**src/rtl/fractal_sync_rf_sched.sv**
```systemverilog
// fractal_sync_rf_sched
// Request scheduler in front of one fractal_sync local RF (or one H/V half of
// the 2D RF). N_REQ requesters hand in barrier-check requests over valid/ready.
// Up to N_PORTS pending requests per cycle are granted round-robin onto the
// RF check ports. The RF verdict is latched and returned to each requester on
// its own response handshake.

module fractal_sync_rf_sched #(
    parameter int N_REQ    = 4,
    parameter int N_PORTS  = 2,
    parameter int ID_WIDTH = 4
) (
    input  logic                              clk_i,
    input  logic                              rst_i,
    input  logic [N_REQ-1:0]                  req_valid_i,
    input  logic [N_REQ-1:0][ID_WIDTH-1:0]    req_id_i,
    output logic [N_REQ-1:0]                  req_ready_o,
    output logic [N_REQ-1:0]                  rsp_valid_o,
    output logic [N_REQ-1:0][2:0]             rsp_code_o,
    input  logic [N_REQ-1:0]                  rsp_ready_i,
    output logic [N_PORTS-1:0][ID_WIDTH-1:0]  rf_id_o,
    output logic [N_PORTS-1:0]                rf_check_o,
    input  logic [N_PORTS-1:0]                rf_present_i,
    input  logic [N_PORTS-1:0]                rf_id_err_i,
    input  logic [N_PORTS-1:0]                rf_bypass_i,
    input  logic [N_PORTS-1:0]                rf_ignore_i
);

    localparam int PTR_W  = (N_REQ > 1) ? $clog2(N_REQ) : 1;
    localparam int PORT_W = (N_PORTS > 1) ? $clog2(N_PORTS) : 1;

    localparam logic [2:0] CODE_RECORDED = 3'd0;
    localparam logic [2:0] CODE_MATCHED  = 3'd1;
    localparam logic [2:0] CODE_BYPASS   = 3'd2;
    localparam logic [2:0] CODE_IGNORED  = 3'd3;
    localparam logic [2:0] CODE_ID_ERR   = 3'd4;

    typedef enum logic [1:0] {
        S_IDLE = 2'd0,
        S_PEND = 2'd1,
        S_RSP  = 2'd2
    } state_t;

    // Parameter sanity: the arbiter assumes at least one port and never more
    // ports than requesters.
    if (N_PORTS < 1) begin : g_bad_ports
        $fatal(1, "fractal_sync_rf_sched: N_PORTS must be >= 1");
    end
    if (N_REQ < N_PORTS) begin : g_bad_req
        $fatal(1, "fractal_sync_rf_sched: N_REQ must be >= N_PORTS");
    end

    state_t                r_state     [N_REQ];
    state_t                w_state_nxt [N_REQ];
    logic [ID_WIDTH-1:0]   r_id        [N_REQ];
    logic [2:0]            r_code      [N_REQ];
    logic [PTR_W-1:0]      r_rr_ptr;

    logic [N_REQ-1:0]      w_grant;
    logic [PORT_W-1:0]     w_grant_port [N_REQ];
    logic                  w_any_grant;
    logic [PTR_W-1:0]      w_rr_nxt;
    logic [2:0]            w_verdict    [N_PORTS];

    // Round-robin arbiter: scan from r_rr_ptr and hand PEND requesters to
    // ports 0,1,... in scan order; each requester is visited once, so it can
    // never land on two ports.
    always_comb begin
        logic [PTR_W-1:0]  idx;
        logic [PTR_W-1:0]  last_idx;
        logic [PORT_W-1:0] port_sel;
        int                used;
        // NOTE: every output of a combinational block gets a default before any
        // conditional assignment, otherwise synthesis infers a latch.
        idx         = '0;
        last_idx    = r_rr_ptr;
        port_sel    = '0;
        used        = 0;
        w_grant     = '0;
        w_any_grant = 1'b0;
        rf_check_o  = '0;
        rf_id_o     = '0;
        for (int i = 0; i < N_REQ; i++) begin
            w_grant_port[i] = '0;
        end
        for (int k = 0; k < N_REQ; k++) begin
            idx = PTR_W'((int'(r_rr_ptr) + k) % N_REQ);
            if (r_state[idx] == S_PEND && used < N_PORTS) begin
                port_sel              = PORT_W'(used);
                w_grant[idx]          = 1'b1;
                w_grant_port[idx]     = port_sel;
                rf_check_o[port_sel]  = 1'b1;
                rf_id_o[port_sel]     = r_id[idx];
                last_idx              = idx;
                w_any_grant           = 1'b1;
                used                  = used + 1;
            end
        end
        w_rr_nxt = PTR_W'((int'(last_idx) + 1) % N_REQ);
    end

    // Verdict decode per port, highest priority first.
    always_comb begin
        for (int p = 0; p < N_PORTS; p++) begin
            if (rf_id_err_i[p]) begin
                w_verdict[p] = CODE_ID_ERR;
            end else if (rf_ignore_i[p]) begin
                w_verdict[p] = CODE_IGNORED;
            end else if (rf_bypass_i[p]) begin
                w_verdict[p] = CODE_BYPASS;
            end else if (rf_present_i[p]) begin
                w_verdict[p] = CODE_MATCHED;
            end else begin
                w_verdict[p] = CODE_RECORDED;
            end
        end
    end

    // Per-requester next state: IDLE accepts, PEND waits for a grant, RSP
    // waits for the response handshake.
    always_comb begin
        for (int i = 0; i < N_REQ; i++) begin
            w_state_nxt[i] = r_state[i];
            case (r_state[i])
                S_IDLE:  if (req_valid_i[i]) w_state_nxt[i] = S_PEND;
                S_PEND:  if (w_grant[i])     w_state_nxt[i] = S_RSP;
                S_RSP:   if (rsp_ready_i[i]) w_state_nxt[i] = S_IDLE;
                default: w_state_nxt[i] = S_IDLE;
            endcase
        end
    end

    // Handshake outputs are pure state decodes; the code is only shown while
    // a response is being offered.
    always_comb begin
        for (int i = 0; i < N_REQ; i++) begin
            req_ready_o[i] = (r_state[i] == S_IDLE);
            rsp_valid_o[i] = (r_state[i] == S_RSP);
            rsp_code_o[i]  = (r_state[i] == S_RSP) ? r_code[i] : 3'd0;
        end
    end

    // State, stored id/code and round-robin pointer; reset discards any
    // pending request or unconsumed response.
    always_ff @(posedge clk_i) begin
        // NOTE: sequential state uses non-blocking assignments so every
        // register samples the pre-edge values, independent of statement order.
        if (rst_i) begin
            r_rr_ptr <= '0;
            // NOTE: the id/code arrays are tiny per-requester registers, not a
            // RAM, so clearing them in reset is cheap and keeps outputs defined.
            for (int i = 0; i < N_REQ; i++) begin
                r_state[i] <= S_IDLE;
                r_id[i]    <= '0;
                r_code[i]  <= '0;
            end
        end else begin
            if (w_any_grant) begin
                r_rr_ptr <= w_rr_nxt;
            end
            for (int i = 0; i < N_REQ; i++) begin
                r_state[i] <= w_state_nxt[i];
                if (r_state[i] == S_IDLE && req_valid_i[i]) begin
                    r_id[i] <= req_id_i[i];
                end
                if (w_grant[i]) begin
                    r_code[i] <= w_verdict[w_grant_port[i]];
                end
            end
        end
    end

endmodule

```
**config.mk**
```make
export PLATFORM = sky130hd
export DESIGN_NAME = fractal_sync_rf_sched
export DESIGN_NICKNAME = d
export VERILOG_FILES = /design/src/rtl/fractal_sync_rf_sched.sv
export SDC_FILE = /design/constraint.sdc
export NUM_CORES = 1
export LEC_CHECK = 0
export CORE_ASPECT_RATIO = 0.9
export CORE_MARGIN = 3
export CORE_UTILIZATION = 52
export CTS_CLUSTER_SIZE = 12
export DETAILED_ROUTE_END_ITERATION = 8
export HOLD_SLACK_MARGIN = 0.1
export PLACE_DENSITY = 0.81
export SLEW_MARGIN = 25
export SYNTH_ARGS = -nofsm -noshare
export SYNTH_HDL_FRONTEND = slang
export SYNTH_SLANG_ARGS = --single-unit
```
**constraint.sdc**
```tcl
create_clock -name clk_i -period 4.8 [get_ports clk_i]
set_clock_uncertainty 0.2 [all_clocks]
set_input_delay 0.96 -clock clk_i [delete_from_list [all_inputs] [get_ports clk_i]]
set_output_delay 0.96 -clock clk_i [all_outputs]
set_load 0.03 [all_outputs]
```
==> impl_metrics.yaml <==
synthesis:
  synthTopCellsByArea: "edfxtp_1 (26%), mux4_2 (14%), dfxtp_1 (7.6%), and2_1 (6.5%), mux2i_1 (5.4%)"
  synth_top_area_share_pct: 26.4
  synth_top_cell_by_area: "edfxtp_1"
  synth-edff-count: 28
  netlist_area_um2: 3180
  synthCells: 322
  synth_top_flop_cell: "edfxtp_1"
  synth_nets: 367
  yosysSeqAreaShare_pct: 34.0
  async_reset_ff_share_pct: 0
  ys_warn_count: 0
  synth_cell_type_count: 44
  ys_ff_latch: 40
  syn_area_per_cell_um2: 9.87
placed_design:
  pre_cts_slack_ps: 142
  place_inst: 449
  gp_congestion: 0.926
  io_buffers: 63
  hpwl_mm: 6.39
  dpl_cell_area_um2: 3860
clocking:
  postCtsSetupBuffers: 0
  cts_inserted_buffers: 5
  cts_hold_buf: 0
  root_buffer: "clkbuf_8"
  clk_transition_reported_paths_ps: 80
  worst_skew_pair.late_latency_ps: 290
  clk_path_buf_depth: 2
  clkSinkCount: 40
  htree_levels: 2
  cts_tree: "done"
timing:
  finalCritPeriodShare_pct: 93.6
  setup_slack_ps: 308
  slew_headroom_pct: 36.5
  grt_setup_unrepaired: "false"
  fmax_ghz: 0.223
  final_hold_viol_count: 0
  worstMarginPinSlew_ps: 950
  final.min_clock_period_ps: 4490
  drv_slew: 0
  finalSetupViolCount: 0
setup_path:
  rr_startpoint: "r_rr_ptr[1]"
  critPathArrivalTime_ps: 3330
  crit_family: "adder cells"
  startpoint: "r_rr_ptr[1]"
  worstSetupEndpoint: "rf_id_o[2]"
  crit_path_start_kind: "flip-flop"
  required_ps: 3640
  slowest_delay_ps: 530
  worstPathBufferInverterCount: 4
  cp_num_cells: 12
  end_kind: "primary output"
  crit_type: "reg -> out"
  r2r_end: "r_code[2][1]"
  r2r_cells: 11
  crit_chain: "inv_2 -> ha_1 -> mux4_2 -> buf_4 -> fa_1 -> inv_1 -> o211a_1 -> nor2_1 -> nor2_4 -> nand2_1 -> o21ai_1 -> buf_4"
  crit_slowest_cell: "mux4_2"
  r2r_setup_slack_ps: 1060
  cpMostUsedCell: "buf_4"
  cp_max_fo: 12
global_routing:
  grt_pass1_wl_mm: 13.2
  grt_usage_pct: 24.2
  grt_max_degree: 27
  first_global_vias: 2617
  antenna_found_initial: 0
  grt-ovfl-total: 0
routing:
  detail_route.wirelength_mm: 8.12
  drc: 0
  via_per_inst: 6.14
  wl_per_cell_um: 17.8
  drt-initial-drc-count: 246
  antenna_left: 0
  dr_total_vias: 2804
  drtPass1Iterations: 5
finish:
  diodes: 0
  num-nets-final: 431
  final_cells: 457
  areaGrowthSynthToFinish_pct: 26.2
  final_area_um2: 4010
  drive_above_1_share_pct: 15.5
  utilization_pct: 69.3
die:
  die_w_um: 88.4
  rows: 26
  pin_count: 64
  die-area_um2: 7090
  core_area_um2: 5790
  start_util_pct: 54.9
  die_h_um: 80.2
power_and_ir_drop:
  powerDensity_nw_per_um2: 702
  p_total_mw: 2.82
  p_leak_nw: 1.56
  ir_worst_vdd_v: 0.000337
hold_path:
  hold_path_class: "reg -> reg"
status:
  outcome: "complete, no violations"
job:
  cap_violations: 0
where the power goes:
part	leakage [nW]	switching (mW)	internal, mW	total, mW
Clock	0.0654	0.117	0.208	0.325
Sequential	0.400	0.0808	0.499	0.580
Combinational	1.09	1.13	0.780	1.91
metrics by stage:
step / setup TNS, ps / hold WS [ps]
after floorplan: -185 / 282
after global placement: 0 / 303
after detailed placement: 0 / 323
after CTS: 0 / 336
after global routing: 0 / 385
final: 0 / 343
cells in the final DEF (no fill, tap or decap), types with 5 or more instances in the layout:
cell             synthesis  final
clkbuf_8                 0      5
o21ai_1                 13     12
nand3_1                  9      9
a21oi_1                  7      7
dfxtp_1                 12     12
a32oi_1                  5      5
and2_1                  33     33
mux2_2                   5      5
mux4_2                  20     20
nor2_1                  25     24
clkdlybuf4s50_1          0     53
buf_4                    5     18
ha_1                    10     10
nand2_1                 38     38
edfxtp_1                28     28
inv_1                   16     16
mux2i_1                 17     17
a22oi_1                  9      9
nor2b_1                  8      7
per-layer routing:
metal | vias to the layer above | part of all wire, % | routed length (µm) | track usage, %
li1 | 1312 | - | - | -
met1 | 1328 | 45 | 3640 | 35.3
met2 | 158 | 46 | 3710 | 37.1
met3 | 6 | 8.9 | 719 | 4.72
met4 | 0 | 0.68 | 55 | 5.29
met5 | - | 0 | 0 | 0
repair_timing:
action / CTS / global route
resized for setup: 1 / 5
setup endpoints to repair: 1 / 6
hold endpoints to repair: 0 / 0
state kept, by name, summed over array words and instances, names as in the netlist, named ones only:
name      count
r_rr_ptr      2
r_code       12
r_id         16
r_state       8
cells in the mapped netlist (4+ instances only):
cell type,count
nor2_1,25
mux2i_1,17
a22oi_1,9
and2_1,33
nor3_1,4
nand2_1,38
clkbuf_1,5
a21o_1,4
a32o_1,4
dfxtp_1,12
mux2_2,5
nor4_1,4
nand3_1,9
ha_1,10
buf_4,5
a31oi_1,4
nand2b_1,4
edfxtp_1,28
or2_1,4
a21oi_1,7
a32oi_1,5
nor2b_1,8
mux4_2,20
o21ai_1,13
inv_1,16
cell families (layout without fill, tap and decap cells):
group / Yosys count / after routing / share of synthesized area [%]
AO/OA/AOI/OAI: 56 / 56 / 12.1
XOR/XNOR: 1 / 1 / 0.276
adder cells (fa/ha/maj): 11 / 11 / 4.57
AND/OR/NAND/NOR: 136 / 136 / 21.5
flip-flops: 40 / 40 / 34.0
multiplexers: 45 / 45 / 22.7
buffers and inverters: 33 / 98 / 4.80
how the worst min path moves through the flow:
stage | start | end | slack [ps] | cells past startpoint
floorplan | r_state[0][1] | r_state[0][0] | 280 | 1
global placement | r_state[2][1] | r_state[2][0] | 300 | 1
detailed placement | r_state[3][1] | r_state[3][0] | 320 | 1
CTS | r_state[2][1] | r_state[2][0] | 340 | 1
global route | r_state[2][1] | r_state[2][0] | 390 | 1
finish | r_state[3][1] | r_state[3][0] | 340 | 1
cell type report:
type,count,area (µm²)
Multi-Input combinational cell,249,1970
Fill cell,457,1780
Sequential cell,40,1080
Timing Repair Buffer,72,678
Tap cell,70,87.6
Clock buffer,6,72.6
Inverter,18,67.6
Clock inverter,2,60.1
Note: power is estimated with default switching activity, not from simulation.
